**config.mk**
```make
export PLATFORM = sky130hd
export DESIGN_NAME = serial_addsub_flat
export DESIGN_NICKNAME = d
export VERILOG_FILES = /design/src/rtl/serial_addsub_if.sv /design/src/rtl/serial_addsub.sv /design/src/flat_wrapper.sv
export SDC_FILE = /design/constraint.sdc
export NUM_CORES = 1
export LEC_CHECK = 0
export CAP_MARGIN = 20
export CORE_AREA = 3 3 66 68
export DETAILED_ROUTE_END_ITERATION = 10
export DIE_AREA = 0 0 69 71
export GPL_TIMING_DRIVEN = 0
export PLACE_DENSITY = 0.74
export SYNTH_ARGS = -nofsm -noshare
export SYNTH_HDL_FRONTEND = slang
export SYNTH_SLANG_ARGS = --single-unit
```
**constraint.sdc**
```tcl
create_clock -name clk -period 4.1 [get_ports clk]
set_input_delay 0.41 -clock clk [delete_from_list [all_inputs] [get_ports clk]]
set_output_delay 0.41 -clock clk [all_outputs]
set_load 0.01 [all_outputs]
```
**src/rtl/serial_addsub_if.sv**
```systemverilog
// serial_addsub_if
//   Handshake and operand/result bundle for the bit-serial adder/subtractor.
//   master : requester side, drives start/mode/a/b, observes status/results.
//   slave  : the serial_addsub core, consumes the request, drives results.
//
//   start    request pulse (sampled only while the core is idle)
//   mode     0 = a + b, 1 = a - b (sampled with start)
//   a, b     WIDTH-bit operands (sampled with start)
//   busy     high while the core is shifting bits
//   done     one-cycle completion pulse
//   sum      WIDTH-bit result, held until the next completion
//   cout     carry out (for subtract: 1 means no borrow)
//   overflow signed overflow of the last operation
interface serial_addsub_if #(
    parameter int WIDTH = 8
);
    logic             start;
    logic             mode;
    logic [WIDTH-1:0] a;
    logic [WIDTH-1:0] b;
    logic             busy;
    logic             done;
    logic [WIDTH-1:0] sum;
    logic             cout;
    logic             overflow;

    modport master (
        output start, mode, a, b,
        input  busy, done, sum, cout, overflow
    );

    modport slave (
        input  start, mode, a, b,
        output busy, done, sum, cout, overflow
    );
endinterface

```
**src/rtl/serial_addsub.sv**
```systemverilog
// serial_addsub
//   Bit-serial adder/subtractor: one full-adder cell plus a registered carry
//   processes WIDTH bits LSB first, one bit per clock.
//
//   Ports:
//     clk    rising-edge clock
//     rst_n  asynchronous active-low reset
//     bus    serial_addsub_if.slave (start/mode/a/b in, busy/done/sum/cout/
//            overflow out, all outputs registered)
//
//   Timing: start accepted at edge k -> busy for WIDTH cycles -> done pulse in
//   the cycle after edge k+WIDTH -> back in IDLE one cycle later.
module serial_addsub #(
    parameter int WIDTH = 8
) (
    input  logic          clk,
    input  logic          rst_n,
    serial_addsub_if.slave bus
);
    localparam int CNT_W = (WIDTH > 2) ? $clog2(WIDTH) : 1;
    localparam logic [CNT_W-1:0] LAST = CNT_W'(WIDTH - 1);

    typedef enum logic [1:0] {
        IDLE = 2'd0,
        RUN  = 2'd1,
        DONE = 2'd2
    } state_t;

    state_t           state;
    logic [WIDTH-1:0] sa;
    logic [WIDTH-1:0] sb;
    logic [WIDTH-1:0] acc;
    logic             c;
    logic [CNT_W-1:0] cnt;

    logic             busy_r;
    logic             done_r;
    logic [WIDTH-1:0] sum_r;
    logic             cout_r;
    logic             ovf_r;

    // Single full-adder cell working on the current LSBs.
    logic             s_bit;
    logic             c_nxt;
    logic [WIDTH-1:0] acc_nxt;

    always_comb begin
        s_bit   = sa[0] ^ sb[0] ^ c;
        c_nxt   = (sa[0] & sb[0]) | (sa[0] & c) | (sb[0] & c);
        acc_nxt = {s_bit, acc[WIDTH-1:1]};
    end

    always_ff @(posedge clk or negedge rst_n) begin
        if (!rst_n) begin
            state  <= IDLE;
            sa     <= '0;
            sb     <= '0;
            acc    <= '0;
            c      <= 1'b0;
            cnt    <= '0;
            busy_r <= 1'b0;
            done_r <= 1'b0;
            sum_r  <= '0;
            cout_r <= 1'b0;
            ovf_r  <= 1'b0;
        end else begin
            case (state)
                IDLE: begin
                    if (bus.start) begin
                        sa     <= bus.a;
                        // Subtract as a + ~b + 1: invert b and seed the carry with 1.
                        sb     <= bus.mode ? ~bus.b : bus.b;
                        c      <= bus.mode;
                        cnt    <= '0;
                        busy_r <= 1'b1;
                        state  <= RUN;
                    end
                end
                RUN: begin
                    c   <= c_nxt;
                    acc <= acc_nxt;
                    sa  <= sa >> 1;
                    sb  <= sb >> 1;
                    cnt <= cnt + CNT_W'(1);
                    if (cnt == LAST) begin
                        // c still holds the carry into the MSB on this edge.
                        sum_r  <= acc_nxt;
                        cout_r <= c_nxt;
                        ovf_r  <= c ^ c_nxt;
                        busy_r <= 1'b0;
                        done_r <= 1'b1;
                        state  <= DONE;
                    end
                end
                DONE: begin
                    done_r <= 1'b0;
                    state  <= IDLE;
                end
                default: begin
                    busy_r <= 1'b0;
                    done_r <= 1'b0;
                    state  <= IDLE;
                end
            endcase
        end
    end

    assign bus.busy     = busy_r;
    assign bus.done     = done_r;
    assign bus.sum      = sum_r;
    assign bus.cout     = cout_r;
    assign bus.overflow = ovf_r;
endmodule

```
**src/flat_wrapper.sv**
```systemverilog
// flat-port wrapper written by rule: the top's interface ports become plain ports
module serial_addsub_flat 
#(
    parameter int WIDTH = 8
)
  (clk, rst_n, bus_start, bus_mode, bus_a, bus_b, bus_busy, bus_done, bus_sum, bus_cout, bus_overflow);
  serial_addsub_if #(.WIDTH(WIDTH)) bus_i ();
  input  logic clk;
  input  logic rst_n;
  input wire logic [$bits(bus_i.start)-1:0] bus_start;
  input wire logic [$bits(bus_i.mode)-1:0] bus_mode;
  input wire logic [$bits(bus_i.a)-1:0] bus_a;
  input wire logic [$bits(bus_i.b)-1:0] bus_b;
  output wire logic [$bits(bus_i.busy)-1:0] bus_busy;
  output wire logic [$bits(bus_i.done)-1:0] bus_done;
  output wire logic [$bits(bus_i.sum)-1:0] bus_sum;
  output wire logic [$bits(bus_i.cout)-1:0] bus_cout;
  output wire logic [$bits(bus_i.overflow)-1:0] bus_overflow;
  assign bus_i.start = bus_start;
  assign bus_i.mode = bus_mode;
  assign bus_i.a = bus_a;
  assign bus_i.b = bus_b;
  assign bus_busy = bus_i.busy;
  assign bus_done = bus_i.done;
  assign bus_sum = bus_i.sum;
  assign bus_cout = bus_i.cout;
  assign bus_overflow = bus_i.overflow;
  serial_addsub #(.WIDTH(WIDTH)) u_core (.clk(clk), .rst_n(rst_n), .bus(bus_i));
endmodule
```
* Word level (Yosys, flattened, before mapping)
Cells that the tools add are included.
** Storage, ports and cells
- Register bits after elaboration :: 42
- Input port bits :: 20
- Output and inout bits :: 12
- Logic and storage cells :: 52
** Cells by class
- Add/subtract/negate cells :: 1
- Equality and inequality tests :: 5
- Mux-type cells :: 17
- Bitwise operators :: 11
- Reductions and logical operators :: 7
** Operators by type and width (count)
- 8-bit one-hot mux with 2 select lines :: 2
- 8-bit 2-to-1 mux :: 3
- 8-bit inverter :: 1
- 2-bit AND reduction :: 4
- 3-bit one-hot mux with 2 select lines :: 1
- 1-bit 2-to-1 mux :: 4
- 2-bit 2-to-1 mux :: 2
- 1-bit one-hot mux with 2 select lines :: 2
- 2-bit one-hot mux with 2 select lines :: 1
- 3-bit by 1-bit adder with 3-bit output (second input constant) :: 1
- 1-bit bitwise AND :: 3
- 3-bit equality test (second input constant) :: 1
- 3-bit 2-to-1 mux :: 1
- 1-bit one-hot mux with 3 select lines :: 1
- 3-bit AND reduction :: 1
- 1-bit bitwise XOR :: 3
- 2-bit by 1-bit equality test with 1-bit output (second input constant) :: 1
- 2-bit equality test (second input constant) :: 1
- 2-bit logical NOT :: 1
- 2-bit by 1-bit != test with 1-bit output (second input constant) :: 1
- 2-bit != test (second input constant) :: 1
- 1-bit inverter :: 2
- 1-bit bitwise OR :: 2
- 2-bit nonzero test :: 1

* Logic depth before layout (Yosys ltp)
Gate-level depths: netlist of the first run.
- Depth in word-level cells :: 4
- Gate-level depth with buffers :: 6

* Least setup slack after synthesis of the first run
Ideal clock, no wire load.
- Path type :: register -> register
- From :: reg u_core.cnt[0]
- To :: reg u_core.cout_r (netlist: u_core.bus.cout)
- Data arrival time :: 1316 ps
- Slack :: 2659 ps
- Stages on the path, launching flop included :: 6
- Clock period less this slack :: 1441 ps
- Path through :: dfrtp_1 ha_1 ha_1 nand3b_4 buf_6 mux2_4
** On the way
- Cells in the longest elaborated chain, start to end :: 2
** Ends and longest elaborated chain
- start: declaration :: RTL line serial_addsub.sv:34 : logic [CNT_W-1:0] cnt;
- start signal: assignment :: RTL line serial_addsub.sv:84 : cnt <= cnt + CNT_W'(1);
- 3-bit equality test :: RTL line serial_addsub.sv:85 : if (cnt == LAST) begin
- 2-bit AND reduction (no line)
- end signal: assignment :: RTL line serial_addsub.sv:88 : cout_r <= c_nxt;
- end: declaration :: RTL line serial_addsub.sv:39 : logic cout_r;
Every way passes these cells.
A chain may end at the register's enable or synchronous reset.

* Final worst setup path of the first run
- From :: reg u_core.busy_r (netlist: u_core.bus.busy)
- To :: out bus_busy
** RTL lines
- start: declaration :: RTL line serial_addsub.sv:36 : logic busy_r;
- start signal: assignment :: RTL line serial_addsub.sv:61 : busy_r <= 1'b0;
- start signal: assignment :: RTL line serial_addsub.sv:75 : busy_r <= 1'b1;
- start signal: assignment :: RTL line serial_addsub.sv:90 : busy_r <= 1'b0;
- end: declaration :: RTL line flat_wrapper.sv:14 : output wire logic [$bits(bus_i.busy)-1:0] bus_busy;
No word-level cell between the ends.

==> impl_results.md, run 1 <==
- Post-CTS sizing: 0
- Mapped Nets: 180
- Final cycle utilization of the critical path: a little under 40%
- Global Route Usage Sum: ~18%
- Post-DP HPWL: about 2.8 mm
- Number of vias per cell: about 5.3
- DIE WIDTH: slightly below 70 µm
- Layout Skew: ~6.2 ps
- Hold Vio Cnt, Final: 0
- FILL cells: approximately 340
- Worst-Skew Late Latency: roughly 290 ps
- Hold-fix buffers at CTS: 0
- CTS Root Buffer Type: clkbuf_8
- Hold Path Class: in -> async
- Clock Sinks: 41
- Vias in the first global route: 1362
- Reg-to-reg slack, setup: about 2600 ps
- Clk buf depth: 2
- Int Pwr: about 1.1 mW
- Synth Flop Type: dfrtp_1
- Rows: 23
- Worst slew pin tran: 868 ps
- Unrepaired setup endpoints after global routing: no
- Pwr dens: just under 700 nW/µm²
- GRT overflow: 0
- Power Total: 1.61 mW
- Clock power share: 16.2%
- H-tree depth: 2
- Critical Path RT: 3690 ps
- CP Max Fanout: 3
- Sw Share: 32.2%
- Crit path kind: reg -> out
- Area of the mapped netlist: about 1900 µm²
- Outcome: finished clean
- Initial Util: roughly half
- Post-CTS Setup Bufs: 0
- F_max: roughly 620 MHz
- Async SR Flop Fraction: between 90% and 100%
- Setup Viol. Count Final: 0
- Max-cap violations: 0
- Largest net degree at the start of global routing: 42
- Die Ht: approximately 71 µm
- EDFF count, synth: 0
- Port Buffers: 30
- Post-placement cell count: 237
- Max-slew violations: 0
- Commonest cells in the netlist: dfrtp_1 (41), nand2_1 (19), mux2_2 (11), o21ai_0 (11), nor2b_1 (10)
- Synth Register Bits: just over 40
- Family with the most delay on the worst path: buffers and inverters
- Area leader, netlist: dfrtp_1
- Ports: 32
- Multi-input logic area: 782 µm²
- Synth-to-layout area growth: 23.4%
- Routed via count: about 1300
- Drt drc: 0
- Wire per inst: 15.8 µm
- CP max stage cell: clkdlybuf4s50_1
- Fin nets: approximately 220
- NetSw: 0.518 mW
- Max incr delay on CP: between 500 and 600 ps
- Iteration-0 DRC Markers: 80
- Average cell area after synthesis: about 12 µm²
- Logic gate share of total power: 40.7%
- Setup crit end kind: primary output
- CTS tree: done
- Slew headroom: between 40% and 50%
- P_leak: a little over 1 nW
- Diodes inserted: 0
- CP arrival: 1200 ps
- CP cell instances: clkdlybuf4s50_1
- Maximum vdd drop: 283 µV
- Setup_tns: 0 ps
- Top cells by area, synth: dfrtp_1 (54%), mux2_2 (6.5%), mux2_4 (4.7%)
- Synth top area share: a little over half
- Layout cells sized above 1: approximately a fifth
- Clk pin slew, worst setup/hold paths: ~70 ps
- First-pass GRT wire length: 6.78 mm
- Crit start category: register
- Library cells used by synthesis: 25
- Final WL: 3.87 mm
- Syn. warnings: 0
- Placer Congestion: around 0.8
- Remaining antenna violation count: 0
- Reg power frac: between 40% and 50%
- Reg area: roughly 1000 µm²
- Fin cells: between 200 and 250
- Post-Synthesis Cells: roughly 160
- Die area: between 4000 and 5000 µm²
- CTS buffer count: 5
- Worst Path Buf+Inv: 1
- Antenna violations before repair: 0
- Final min period: about 1600 ps
- Post-synthesis sequential area ratio: between 50% and 60%
- Top-count cell post-synth: dfrtp_1
- DR pass1 iterations: 4
- Core area: approximately 4000 µm²
worst paths after layout:
check / start / end / cells past startpoint
worst max-delay path: u_core.bus.busy / bus_busy / 1
worst min-delay path: rst_n / u_core.sa[0] / 1
worst max register to register: u_core.cnt[0] / u_core.bus.sum[1] / 5
worst min register to register: u_core.bus.overflow / u_core.bus.overflow / 2
max in group asynchronous: rst_n / u_core.sa[1] / 1
min in group clk: u_core.bus.overflow / u_core.bus.overflow / 2
sequential cells by signal, summed over array words and instances (netlist names):
name,cells
u_core.bus.sum,8
u_core.sa,8
u_core.sb,8
u_core.acc,7
u_core.cnt,3
u_core.state,2
u_core.bus.busy,1
u_core.bus.cout,1
u_core.bus.done,1
u_core.bus.overflow,1
u_core.c,1
layout by cell type, fill, tap and decap left out:
cell type	netlist	routed
clkdlybuf4s50_1	0	29
fa_1	1	1
a22o_1	2	2
o221ai_1	6	6
o21ba_2	1	1
clkbuf_8	0	6
nand2_1	19	19
mux2_2	11	11
buf_2	4	5
inv_1	3	3
dfrtp_1	41	41
xnor2_1	9	9
clkbuf_2	1	1
buf_4	3	3
nor2b_1	10	10
o21ai_0	11	11
a22oi_1	9	9
a32o_1	1	1
a21oi_1	7	7
clkbuf_1	0	1
nand3b_4	1	1
nor2_1	3	3
buf_6	3	3
o211ai_1	1	1
mux2_4	6	6
ha_1	2	2
o21bai_4	1	1
o21ai_1	1	1
layout make-up:
cell class / count / share of cell area (%)
Sequential cell: 41 / 43.8
Timing Repair Buffer: 30 / 12.6
Inverter: 3 / 0.480
Multi-Input combinational cell: 102 / 33.4
Tap cell: 50 / 2.67
Buffer: 11 / 3.47
Clock buffer: 7 / 3.68
power by group through the flow:
stage / Clock (mW) / Sequential [mW] / Combinational [mW]
after detailed placement: 0 / 0.699 / 0.665
final: 0.261 / 0.692 / 0.655
after global placement: 0 / 0.684 / 0.637
after floorplan: 0 / 0.693 / 0.422
after CTS: 0.271 / 0.692 / 0.666
after global routing: 0.289 / 0.716 / 0.723
worst register-to-register path: stages, from the launching register on:
cell and delay (ps):
dfrtp_1 390, ha_1 210, ha_1 230, nand3b_4 120
buf_6 170, mux2_4 310
kinds of logic after synthesis:
| kind of cell | Yosys count | synth area share [%] |
|---|---|---|
| buffers and inverters | 14 | 4.87 |
| adders and majority gates | 3 | 2.37 |
| muxes | 17 | 11.3 |
| DFF | 41 | 54.0 |
| and+or+nand+nor | 33 | 8.69 |
| xor gates and xnor gates | 9 | 4.15 |
| AOI/OAI and AO/OA | 40 | 14.7 |
stage by stage:
| stage | util [%] | cell area [µm²] | hold WS [ps] | setup WS [ps] |
|---|---|---|---|---|
| after CTS | 59.9 | 2340 | 261 | 2470 |
| after global placement | 57.8 | 2260 | 463 | 1690 |
| after detailed placement | 57.7 | 2260 | 478 | 2240 |
| final | 59.9 | 2340 | 231 | 2490 |
| after floorplan | - | 1900 | 114 | 2660 |
| after global routing | 59.9 | 2340 | 313 | 2440 |
per-layer routing:
layer  wire length (µm)  share of wire (%)  GRT usage, %  vias up
met5                  0                  0             0        -
met3                163                4.2          4.55        6
li1                   -                  -             -      621
met1               1620                 42          20.8      639
met2               2020                 52          31.3       33
met4                 55                1.4          6.07        0
Power figures use the tool's default switching activity.
==> inputs of run 2 (changes only) <==
Clock period 4.1 ns to 1.5 ns, I/O delays scaled along.
==> impl_results.md, run 2 (same netlist as run 1, synthesis figures left out) <==
- CP max stage cell: dfrtp_1
- Setup Viol. Count Final: 0
- Max-slew violations: 0
- Most frequent cells in the layout: dfrtp_1 (41), clkdlybuf4s50_1 (29), nand2_1 (19)
- DIE WIDTH: between 60 and 70 µm
- Clock power share: 16.0%
- Reg-to-Reg Start: u_core.cnt[0]
- Layout cells sized above 1: approximately a fifth
- Final worst slack: between 40 and 50 ps
- Remaining antenna violation count: 0
- CTS tree: done
- Hold Path Class: in -> async
- Clk pin slew, worst setup/hold paths: around 70 ps
- Failing checks: hold timing
- Worst r2r dst: u_core.bus.sum[1]
- Layout Skew: about 4.8 ps
- Logic gate share of total power: about two fifths
- Hold-fix buffers at CTS: 0
- Hold_ws: -23.8 ps
- Pwr dens: about 1900 nW/µm²
- Clk buf depth: 2
- Worst-Skew Late Latency: 290 ps
- NetSw: between 1 and 1.5 mW
- CP arrival: 1620 ps
- CTS Root Buffer Type: clkbuf_8
- Critical Path RT: 1670 ps
- Final WL: approximately 4 mm
- CP Max Fanout: 5
- Antenna violations before repair: 0
- FILL cells: about 330
- CTS buffer count: 5
- Multi-input logic area: between 700 and 800 µm²
- Reg area: about 1000 µm²
- Reg-to-reg slack, setup: around 48 ps
- Rows: 23
- Synth-to-layout area growth: 25.7%
- Int Pwr: approximately 3 mW
- Maximum vdd drop: 774 µV
- Design area: between 2000 and 2500 µm²
- Max incr delay on CP: 390 ps
- Commonest non-fill, non-tap cell in the layout: dfrtp_1
- Number of vias per cell: between 5 and 6
- Placer Congestion: 0.788
- Largest net degree at the start of global routing: between 40 and 50
- Initial Util: 48.6%
- CP cell instances: ha_2 > ha_4 > nand3b_4 > buf_8 > mux2_4
- Vias in the first global route: around 1400
- Iteration-0 DRC Markers: between 60 and 70
- Slew headroom: between 40 and 50%
- P_leak: around 1.1 nW
- Outcome: complete, but fails checks
- GRT overflow: 0
- Wire per inst: 16.2 µm
- Die area: 4900 µm²
- Reg2reg path depth: 5
- Setup crit end kind: register
- First-pass GRT wire length: roughly 7 mm
- Pre-CTS WS: -100 ps
- DR pass1 iterations: 4
- Post-DP HPWL: 2.82 mm
- Sw Share: between 30 and 40%
- Final cycle utilization of the critical path: between 90% and 100%
- Routed via count: around 1300
- Crit path kind: reg -> reg
- Reg power frac: a little over two fifths
- Fin cells: 245
- Max-cap violations: 0
- F_max: between 600 and 700 MHz
- Worst slew pin tran: approximately 900 ps
- Unrepaired setup endpoints after global routing: no
- Hold Vio Cnt, Final: slightly above 40
- Fin nets: approximately 220
- Crit start category: register
- Core area: ~3900 µm²
- Ports: 32
- H-tree depth: 2
- Diodes inserted: 0
- Final min period: ~1500 ps
- Global Route Usage Sum: between 10% and 20%
- Post-placement cell count: 237
- Clock Sinks: 41
- Die Ht: ~70 µm
- Port Buffers: 30
- Drt drc: 0
- Placed instance area: 2260 µm²
-- run 2: layout make-up --
class / instances / area share (%)
clock buffers: 7 / 3.61
inverters: 3 / 0.471
flip-flops and latches: 41 / 43.0
plain buffers: 11 / 3.56
well taps: 50 / 2.62
repair buffers: 31 / 13.4
multi-input cells: 102 / 33.4
-- run 2: repair_timing --
item                       4_1_cts  5_1_grt
setup buffers                    0        0
resized for setup                4        0
gates cloned                     0        1
setup endpoints to repair        6        1
-- run 2: worst max-delay path, delay by kind of cell, from the launching register on --
family / cells / cell delay, ps
flops: 1 / 390
fa+ha+maj: 2 / 380
mux: 1 / 300
buf+inv: 1 / 140
simple gates: 1 / 120
-- run 2: metrics by stage --
stage                     hold WS (ps)  total power, mW  util (%)  TNS [ps]
final                            -23.8             4.46      61.0         0
after global routing              55.2             4.78      61.0         0
after CTS                        0.734             4.48      60.4         0
after detailed placement           321             3.73      57.7      -669
after global placement             463             3.61      57.8    -26820
after floorplan                   -146             3.05         -         0
-- run 2: how the worst max path moves through the flow --
| stage | endpoint | slack (ps) | start |
|---|---|---|---|
| 4_1_cts | u_core.bus.sum[1] | 40 | u_core.cnt[0] |
| 3_3_place_gp | u_core.bus.busy | -650 | rst_n |
| 5_1_grt | u_core.bus.sum[1] | 4 | u_core.cnt[0] |
| 2_1_floorplan | u_core.bus.cout | 60 | u_core.cnt[0] |
| 3_5_place_dp | u_core.sb[5] | -100 | bus_start |
| 6_report | u_core.bus.sum[1] | 50 | u_core.cnt[0] |
-- run 2: power by group through the flow --
stage | clock, mW | combinational, mW | sequential, mW
final | 0.712 | 1.85 | 1.90
after global placement | 0 | 1.74 | 1.87
after CTS | 0.739 | 1.85 | 1.90
after global routing | 0.788 | 2.02 | 1.97
after detailed placement | 0 | 1.82 | 1.91
after floorplan | 0 | 1.15 | 1.89
-- run 2: per-layer routing --
layer / GRT usage (%) / vias to the layer above / routed length, µm
li1: - / 622 / -
met3: 4.55 / 6 / 180
met2: 32.1 / 38 / 2110
met5: 0 / - / 0
met4: 6.07 / 0 / 55
met1: 20.4 / 647 / 1630
